$ cat config.mk
export PLATFORM = sky130hd
export DESIGN_NAME = result_stream_tx
export DESIGN_NICKNAME = d
export VERILOG_FILES = /design/src/rtl/eig_stream_pkg.sv /design/src/rtl/result_slot_buf.sv /design/src/rtl/result_stream_tx.sv
export SDC_FILE = /design/constraint.sdc
export NUM_CORES = 2
export LEC_CHECK = 0
export ABC_AREA = 0
export ABC_CLOCK_PERIOD_IN_PS = 121400
export CORE_ASPECT_RATIO = 0.8
export CORE_MARGIN = 8
export CORE_UTILIZATION = 39
export CTS_CLUSTER_DIAMETER = 150
export DETAILED_ROUTE_END_ITERATION = 10
export PLACE_DENSITY_LB_ADDON = 0.1
export SYNTH_ARGS = -nofsm -noshare
export SYNTH_HDL_FRONTEND = slang
export SYNTH_SLANG_ARGS = --single-unit
$ cat constraint.sdc
create_clock -name aclk -period 121.4 [get_ports aclk]
set_clock_uncertainty 0.05 [all_clocks]
set_input_delay 18.21 -clock aclk [delete_from_list [all_inputs] [get_ports aclk]]
set_output_delay 18.21 -clock aclk [all_outputs]
set_load 0.05 [all_outputs]
$ cat src/rtl/eig_stream_pkg.sv
// Shared types and helpers for the eigenvector result stream path.
package eig_stream_pkg;

  typedef enum logic {
    IDLE = 1'b0,
    SEND = 1'b1
  } tx_state_t;

  // A zero length means a full-size frame; oversize lengths clamp to the maximum.
  function automatic int eff_len(input int vec_len, input int max_size);
    if (vec_len == 0 || vec_len > max_size) begin
      return max_size;
    end
    return vec_len;
  endfunction

endpackage

$ cat src/rtl/result_slot_buf.sv
// Two-slot ping-pong store for captured result vectors with their frame lengths.
// Owns the write/read pointers and the occupancy count that gates result_ready.
module result_slot_buf
  import eig_stream_pkg::*;
#(
  parameter int DATA_WIDTH = 32,
  parameter int MAX_SIZE   = 32,
  parameter int LEN_W      = $clog2(MAX_SIZE + 1),
  parameter int IDX_W      = (MAX_SIZE > 1) ? $clog2(MAX_SIZE) : 1
) (
  input  logic                  aclk,
  input  logic                  aresetn,
  input  logic [DATA_WIDTH-1:0] result_in [MAX_SIZE],
  input  logic                  result_valid,
  input  logic [LEN_W-1:0]      vec_len,
  input  logic                  slot_release,
  input  logic [IDX_W-1:0]      rd_idx,
  output logic                  result_ready,
  output logic [1:0]            occupancy,
  output logic [DATA_WIDTH-1:0] rd_data,
  output logic [LEN_W-1:0]      rd_len,
  output logic [DATA_WIDTH-1:0] alt_data0,
  output logic [LEN_W-1:0]      alt_len
);

  logic [DATA_WIDTH-1:0] slot [2][MAX_SIZE];
  logic [LEN_W-1:0]      len_q [2];
  logic                  wr_ptr;
  logic                  rd_ptr;
  logic                  capture;

  // With one slot occupied, wr_ptr already points at the free slot, so a
  // capture can never disturb the frame being streamed.
  assign result_ready = (occupancy != 2'd2);
  assign capture      = result_valid && result_ready;

  assign rd_data   = slot[rd_ptr][rd_idx];
  assign rd_len    = len_q[rd_ptr];
  assign alt_data0 = slot[~rd_ptr][0];
  assign alt_len   = len_q[~rd_ptr];

  // Vector storage: data only, no reset needed since occupancy qualifies it.
  always_ff @(posedge aclk) begin
    if (capture) begin
      for (int i = 0; i < MAX_SIZE; i++) begin
        slot[wr_ptr][i] <= result_in[i];
      end
    end
  end

  // Length latch, pointers and occupancy bookkeeping.
  always_ff @(posedge aclk or negedge aresetn) begin
    if (!aresetn) begin
      wr_ptr    <= 1'b0;
      rd_ptr    <= 1'b0;
      occupancy <= 2'd0;
      len_q[0]  <= '0;
      len_q[1]  <= '0;
    end else begin
      if (capture) begin
        len_q[wr_ptr] <= LEN_W'(eff_len(int'(vec_len), MAX_SIZE));
        wr_ptr        <= ~wr_ptr;
      end
      if (slot_release) begin
        rd_ptr <= ~rd_ptr;
      end
      case ({capture, slot_release})
        2'b10:   occupancy <= occupancy + 2'd1;
        2'b01:   occupancy <= occupancy - 2'd1;
        default: occupancy <= occupancy;
      endcase
    end
  end

endmodule

$ cat src/rtl/result_stream_tx.sv
// Serialises buffered eigenvector results onto an AXI-Stream master.
// Back-to-back frames stream without a bubble when the second slot is full.
module result_stream_tx
  import eig_stream_pkg::*;
#(
  parameter int DATA_WIDTH = 32,
  parameter int MAX_SIZE   = 32,
  parameter int LEN_W      = $clog2(MAX_SIZE + 1)
) (
  input  logic                  aclk,
  input  logic                  aresetn,
  input  logic [DATA_WIDTH-1:0] result_in [MAX_SIZE],
  input  logic                  result_valid,
  input  logic [LEN_W-1:0]      vec_len,
  output logic                  result_ready,
  output logic                  m_axis_tvalid,
  output logic [DATA_WIDTH-1:0] m_axis_tdata,
  output logic                  m_axis_tlast,
  input  logic                  m_axis_tready,
  output logic                  tx_busy,
  output logic [7:0]            drop_count
);

  localparam int IDX_W = (MAX_SIZE > 1) ? $clog2(MAX_SIZE) : 1;

  tx_state_t             state_q, state_d;
  logic                  tvalid_d, tlast_d;
  logic [DATA_WIDTH-1:0] tdata_d;
  logic [LEN_W-1:0]      idx_q, idx_d;
  logic                  slot_release;
  logic [IDX_W-1:0]      rd_idx;
  logic [1:0]            occupancy;
  logic [DATA_WIDTH-1:0] rd_data, alt_data0;
  logic [LEN_W-1:0]      rd_len, alt_len;

  result_slot_buf #(
    .DATA_WIDTH (DATA_WIDTH),
    .MAX_SIZE   (MAX_SIZE),
    .LEN_W      (LEN_W),
    .IDX_W      (IDX_W)
  ) u_slots (
    .aclk         (aclk),
    .aresetn      (aresetn),
    .result_in    (result_in),
    .result_valid (result_valid),
    .vec_len      (vec_len),
    .slot_release (slot_release),
    .rd_idx       (rd_idx),
    .result_ready (result_ready),
    .occupancy    (occupancy),
    .rd_data      (rd_data),
    .rd_len       (rd_len),
    .alt_data0    (alt_data0),
    .alt_len      (alt_len)
  );

  assign tx_busy = (occupancy != 2'd0) || m_axis_tvalid;

  // Next-state and next-beat selection; outputs hold unless a transfer moves them on.
  always_comb begin
    state_d      = state_q;
    tvalid_d     = m_axis_tvalid;
    tdata_d      = m_axis_tdata;
    tlast_d      = m_axis_tlast;
    idx_d        = idx_q;
    slot_release = 1'b0;
    rd_idx       = '0;
    case (state_q)
      IDLE: begin
        if (occupancy != 2'd0) begin
          tvalid_d = 1'b1;
          tdata_d  = rd_data;
          tlast_d  = (rd_len == LEN_W'(1));
          idx_d    = LEN_W'(1);
          state_d  = SEND;
        end
      end
      SEND: begin
        rd_idx = IDX_W'(idx_q);
        if (m_axis_tvalid && m_axis_tready) begin
          if (!m_axis_tlast) begin
            tdata_d = rd_data;
            tlast_d = (idx_q == rd_len - LEN_W'(1));
            idx_d   = idx_q + LEN_W'(1);
          end else begin
            slot_release = 1'b1;
            if (occupancy == 2'd2) begin
              tdata_d = alt_data0;
              tlast_d = (alt_len == LEN_W'(1));
              idx_d   = LEN_W'(1);
            end else begin
              tvalid_d = 1'b0;
              state_d  = IDLE;
            end
          end
        end
      end
      default: state_d = IDLE;
    endcase
  end

  // State and stream output registers; reset drops tvalid immediately.
  always_ff @(posedge aclk or negedge aresetn) begin
    if (!aresetn) begin
      state_q       <= IDLE;
      m_axis_tvalid <= 1'b0;
      m_axis_tdata  <= '0;
      m_axis_tlast  <= 1'b0;
      idx_q         <= '0;
    end else begin
      state_q       <= state_d;
      m_axis_tvalid <= tvalid_d;
      m_axis_tdata  <= tdata_d;
      m_axis_tlast  <= tlast_d;
      idx_q         <= idx_d;
    end
  end

  // Saturating count of results refused because both slots were full.
  always_ff @(posedge aclk or negedge aresetn) begin
    if (!aresetn) begin
      drop_count <= 8'd0;
    end else if (result_valid && !result_ready && drop_count != 8'hFF) begin
      drop_count <= drop_count + 8'd1;
    end
  end

endmodule

==> results.sh <==
export IMPL_clockRootBuffer="sky130_fd_sc_hd__clkbuf_16"
export IMPL_ant_nets=0
export IMPL_mappedNetlistArea_sq_um=82840
export IMPL_clock_insertion_delay_worst_skew_ns=0.83
export IMPL_worst_path_max_fanout=115
export IMPL_setup_violations_final=0
export IMPL_numPortBuffers=1077
export IMPL_placedCellCount=7886
export IMPL_initial_utilization_pct=39.18
export IMPL_grt_pass1_vias=46650
export IMPL_clkSlewWorstSetupHoldPaths_ns=0.06
export IMPL_status="completed"
export IMPL_timing_max_transition_violations_final=0
export IMPL_drt_total_wl_um=280200
export IMPL_grt_start_max_net_pins=163
export IMPL_clockBufferDepth=3
export IMPL_gp_congestion=0.8278
export IMPL_power_density_nw_per_um2=18.58
export IMPL_number_of_hold_violations_in_the_final_report=0
export IMPL_maxClockFrequency_mhz=42.89
export IMPL_post_synth_inst_count=4152
export IMPL_synth_seq_cells=2113
export IMPL_drc_errors=0
export IMPL_wl_per_cell_um=33.53
export IMPL_grt_overflow_total=0
export IMPL_std_cell_rows=151
export IMPL_routed_via_count=46590
export IMPL_ioPinCount=1078
export IMPL_globalRouteTotalUtil_pct=23.69
export IMPL_critPathLaunch="result_valid"
export IMPL_post_synthesis_mean_instance_area_sq_um=19.95
export IMPL_most_common_cell_after_layout_fill_and_taps_aside="sky130_fd_sc_hd__edfxtp_1"
export IMPL_post_synth_edffs=2048
export IMPL_post_dp_hpwl_um=194500
export IMPL_cts_tree="built"
export IMPL_syn_nets=5191
export IMPL_crit_path_start_kind="primary input"
export IMPL_r2r_start="u_slots.occupancy[1]$_DFFE_PN0P_"
export IMPL_setup_total_negative_slack_ns=0
export IMPL_final_cell_count_no_fill=8357
export IMPL_die_w_um=531.3
export IMPL_post_cts_resized=0
export IMPL_layout_nets=6309
export IMPL_die_h_um=428.2
export IMPL_cts_repair_timing_setup_buffer_count=0
export IMPL_post_route_period_util_pct=19.21
export IMPL_holdPathStages=2
export IMPL_timing_worst_setup_path_type="primary input to flop"
export IMPL_timing_max_slew_rel_slack_pct=19.11
export IMPL_cts_buffers=212
export IMPL_r2r_slack_ns=115.31
export IMPL_peak_supply_drop_v=0.00001388
export IMPL_cts_sink_count=2113
export IMPL_cts_hold_buffers=0
export IMPL_worst_tran_pin_value_ns=1.204
export IMPL_synth_seq_area_share_pct=76.21
export IMPL_dr_pass1_iterations=7
export IMPL_rsz0062_at_grt="false"
export IMPL_max_cap_viol_count=0
export IMPL_post_route_cells_drive_above_1_share_pct=13.14
export IMPL_worstPathArrival_ns=23.71
export IMPL_worst_ep_required_time_ns=121.80
export IMPL_viasPerCell=5.574
export IMPL_yosys_warnings=0
export IMPL_die_area_sq_um=227500
export IMPL_antenna_found_initial=181
export IMPL_cellLeakagePower_nw=36.94
export IMPL_layout_common_cells="sky130_fd_sc_hd__edfxtp_1, sky130_fd_sc_hd__clkdlybuf4s50_1, sky130_fd_sc_hd__mux2i_1"
export IMPL_dr_first_iter_drc_count=4635
export IMPL_layout_filler_cells=17530
export IMPL_post_synth_num_cell_types=80
export IMPL_post_route_min_period_ns=23.32
export IMPL_worstRegToRegCells=9
export IMPL_launch_instance_of_the_worst_min_delay_path="m_axis_tdata[14]$_DFFE_PN0P_"
export IMPL_worst_setup_path_end_kind="flop"
export IMPL_dominantRegCellSynth="sky130_fd_sc_hd__edfxtp_1"
export IMPL_areaGrowthSynthToFinish_pct=24.55
export IMPL_wire_length_of_the_first_global_routing_pass_um=379500
export IMPL_floorplan_core_area_sq_um=211400
export IMPL_htree_levels=4
export IMPL_min_path_type="flop to flop"
export IMPL_ys_async_sr_fraction_pct=3.076
routing by layer:
metal,vias up,GRT usage [%],part of all wire [%]
met4,50,7.211,2.7
met3,511,5.423,7.3
met2,1815,37.72,48
met1,24420,32.54,42
met5,-,0,0.11
li1,19790,-,-
sequential cells by signal (all words and copies together), names as in the netlist:
| register | count |
|---|---|
| drop_count | 8 |
| idx_q | 6 |
| m_axis_tdata | 32 |
| m_axis_tlast | 1 |
| m_axis_tvalid | 1 |
| state_q | 1 |
| u_slots.len_q | 12 |
| u_slots.occupancy | 2 |
| u_slots.rd_ptr | 1 |
| u_slots.slot | 2048 |
| u_slots.wr_ptr | 1 |
worst max-delay path, cell delays in order:
cell	delay [ns]
sky130_fd_sc_hd__clkdlybuf4s50_1	0.66
sky130_fd_sc_hd__nand3_1	0.48
sky130_fd_sc_hd__inv_8	0.79
sky130_fd_sc_hd__buf_4	0.95
sky130_fd_sc_hd__buf_4	0.72
sky130_fd_sc_hd__buf_4	0.72
sky130_fd_sc_hd__buf_4	0.95
final cells by class:
type	instances	area, sq um	share of cell area, %
flip-flops and latches	2113	63140	61.20
multi-input cells	1765	17860	17.31
repair buffers	1166	11550	11.19
clock buffers	263	5778	5.601
well taps	2830	3541	3.432
clock inverters	130	1052	1.020
diodes	78	195.2	0.1892
inverters	12	52.55	0.05094
per-stage QoR:
stage | power [mW] | hold WS (ns) | instance area [sq um] | setup WS [ns] | util (%)
floorplan | 1.425 | 0.4142 | 82840 | 57.14 | -
global placement | 1.284 | 0.4310 | 96140 | 97.15 | 45.48
detailed placement | 1.290 | 0.4276 | 96140 | 97.13 | 45.48
CTS | 1.937 | 0.4417 | 103000 | 98.06 | 48.71
global route | 1.990 | 0.4720 | 103100 | 97.74 | 48.76
finish | 1.917 | 0.4366 | 103200 | 98.08 | 48.80
kinds of logic after synthesis:
| logic type | synth area share (%) |
|---|---|
| flip-flops | 76.21 |
| multiplexers | 13.70 |
| AO/OA/AOI/OAI | 5.855 |
| buffers and inverters | 2.334 |
| AND/OR/NAND/NOR | 1.637 |
| XOR/XNOR | 0.1903 |
| adder cells (fa/ha/maj) | 0.07552 |
power breakdown:
| group | leakage [nW] | switching (mW) | internal (mW) |
|---|---|---|---|
| logic | 13.8 | 0.157 | 0.0862 |
| registers | 19.8 | 0.0350 | 0.992 |
| clock network | 3.36 | 0.280 | 0.366 |
| total | 36.9 | 0.472 | 1.44 |
synthesized netlist by cell type (6+ instances only):
cell type | number | area share, %
sky130_fd_sc_hd__a221oi_1 | 49 | 0.52
sky130_fd_sc_hd__a221o_1 | 16 | 0.19
sky130_fd_sc_hd__o221ai_2 | 8 | 0.15
sky130_fd_sc_hd__edfxtp_1 | 2048 | 74
sky130_fd_sc_hd__nor3_2 | 8 | 0.097
sky130_fd_sc_hd__a211oi_1 | 29 | 0.26
sky130_fd_sc_hd__o22a_1 | 6 | 0.063
sky130_fd_sc_hd__o211ai_1 | 14 | 0.13
sky130_fd_sc_hd__nor4_1 | 13 | 0.098
sky130_fd_sc_hd__o21ai_1 | 19 | 0.11
sky130_fd_sc_hd__buf_1 | 26 | 0.12
sky130_fd_sc_hd__nand3_1 | 42 | 0.25
sky130_fd_sc_hd__o22ai_1 | 42 | 0.32
sky130_fd_sc_hd__buf_8 | 17 | 0.31
sky130_fd_sc_hd__o31ai_1 | 21 | 0.19
sky130_fd_sc_hd__xnor2_1 | 14 | 0.15
sky130_fd_sc_hd__nor3_1 | 52 | 0.31
sky130_fd_sc_hd__a311oi_1 | 11 | 0.12
sky130_fd_sc_hd__clkbuf_1 | 78 | 0.35
sky130_fd_sc_hd__dfrtp_1 | 65 | 2.0
sky130_fd_sc_hd__a22oi_1 | 13 | 0.12
sky130_fd_sc_hd__buf_2 | 62 | 0.37
sky130_fd_sc_hd__o21ai_0 | 47 | 0.28
sky130_fd_sc_hd__mux2i_1 | 534 | 6.5
sky130_fd_sc_hd__a31oi_1 | 16 | 0.12
sky130_fd_sc_hd__buf_6 | 47 | 0.64
sky130_fd_sc_hd__o21bai_1 | 7 | 0.063
sky130_fd_sc_hd__inv_1 | 9 | 0.041
sky130_fd_sc_hd__nand2b_1 | 7 | 0.053
sky130_fd_sc_hd__or3_1 | 9 | 0.068
sky130_fd_sc_hd__mux4_2 | 264 | 7.2
sky130_fd_sc_hd__o221ai_1 | 152 | 1.6
sky130_fd_sc_hd__nor2_1 | 47 | 0.21
sky130_fd_sc_hd__nand2_1 | 52 | 0.24
sky130_fd_sc_hd__buf_12 | 13 | 0.31
sky130_fd_sc_hd__a21oi_1 | 186 | 1.1
sky130_fd_sc_hd__buf_4 | 18 | 0.16
final timing paths:
kind,endpoint
setup / recovery,u_slots.slot[1][823]$_DFFE_PP_
hold / removal,m_axis_tdata[14]$_DFFE_PN0P_
setup reg to reg,u_slots.slot[1][823]$_DFFE_PP_
hold reg to reg,m_axis_tdata[14]$_DFFE_PN0P_
max in group asynchronous,u_slots.rd_ptr$_DFFE_PN0P_
min in group asynchronous,drop_count[2]$_DFFE_PN0P_
Power figures use the tool's default switching activity.
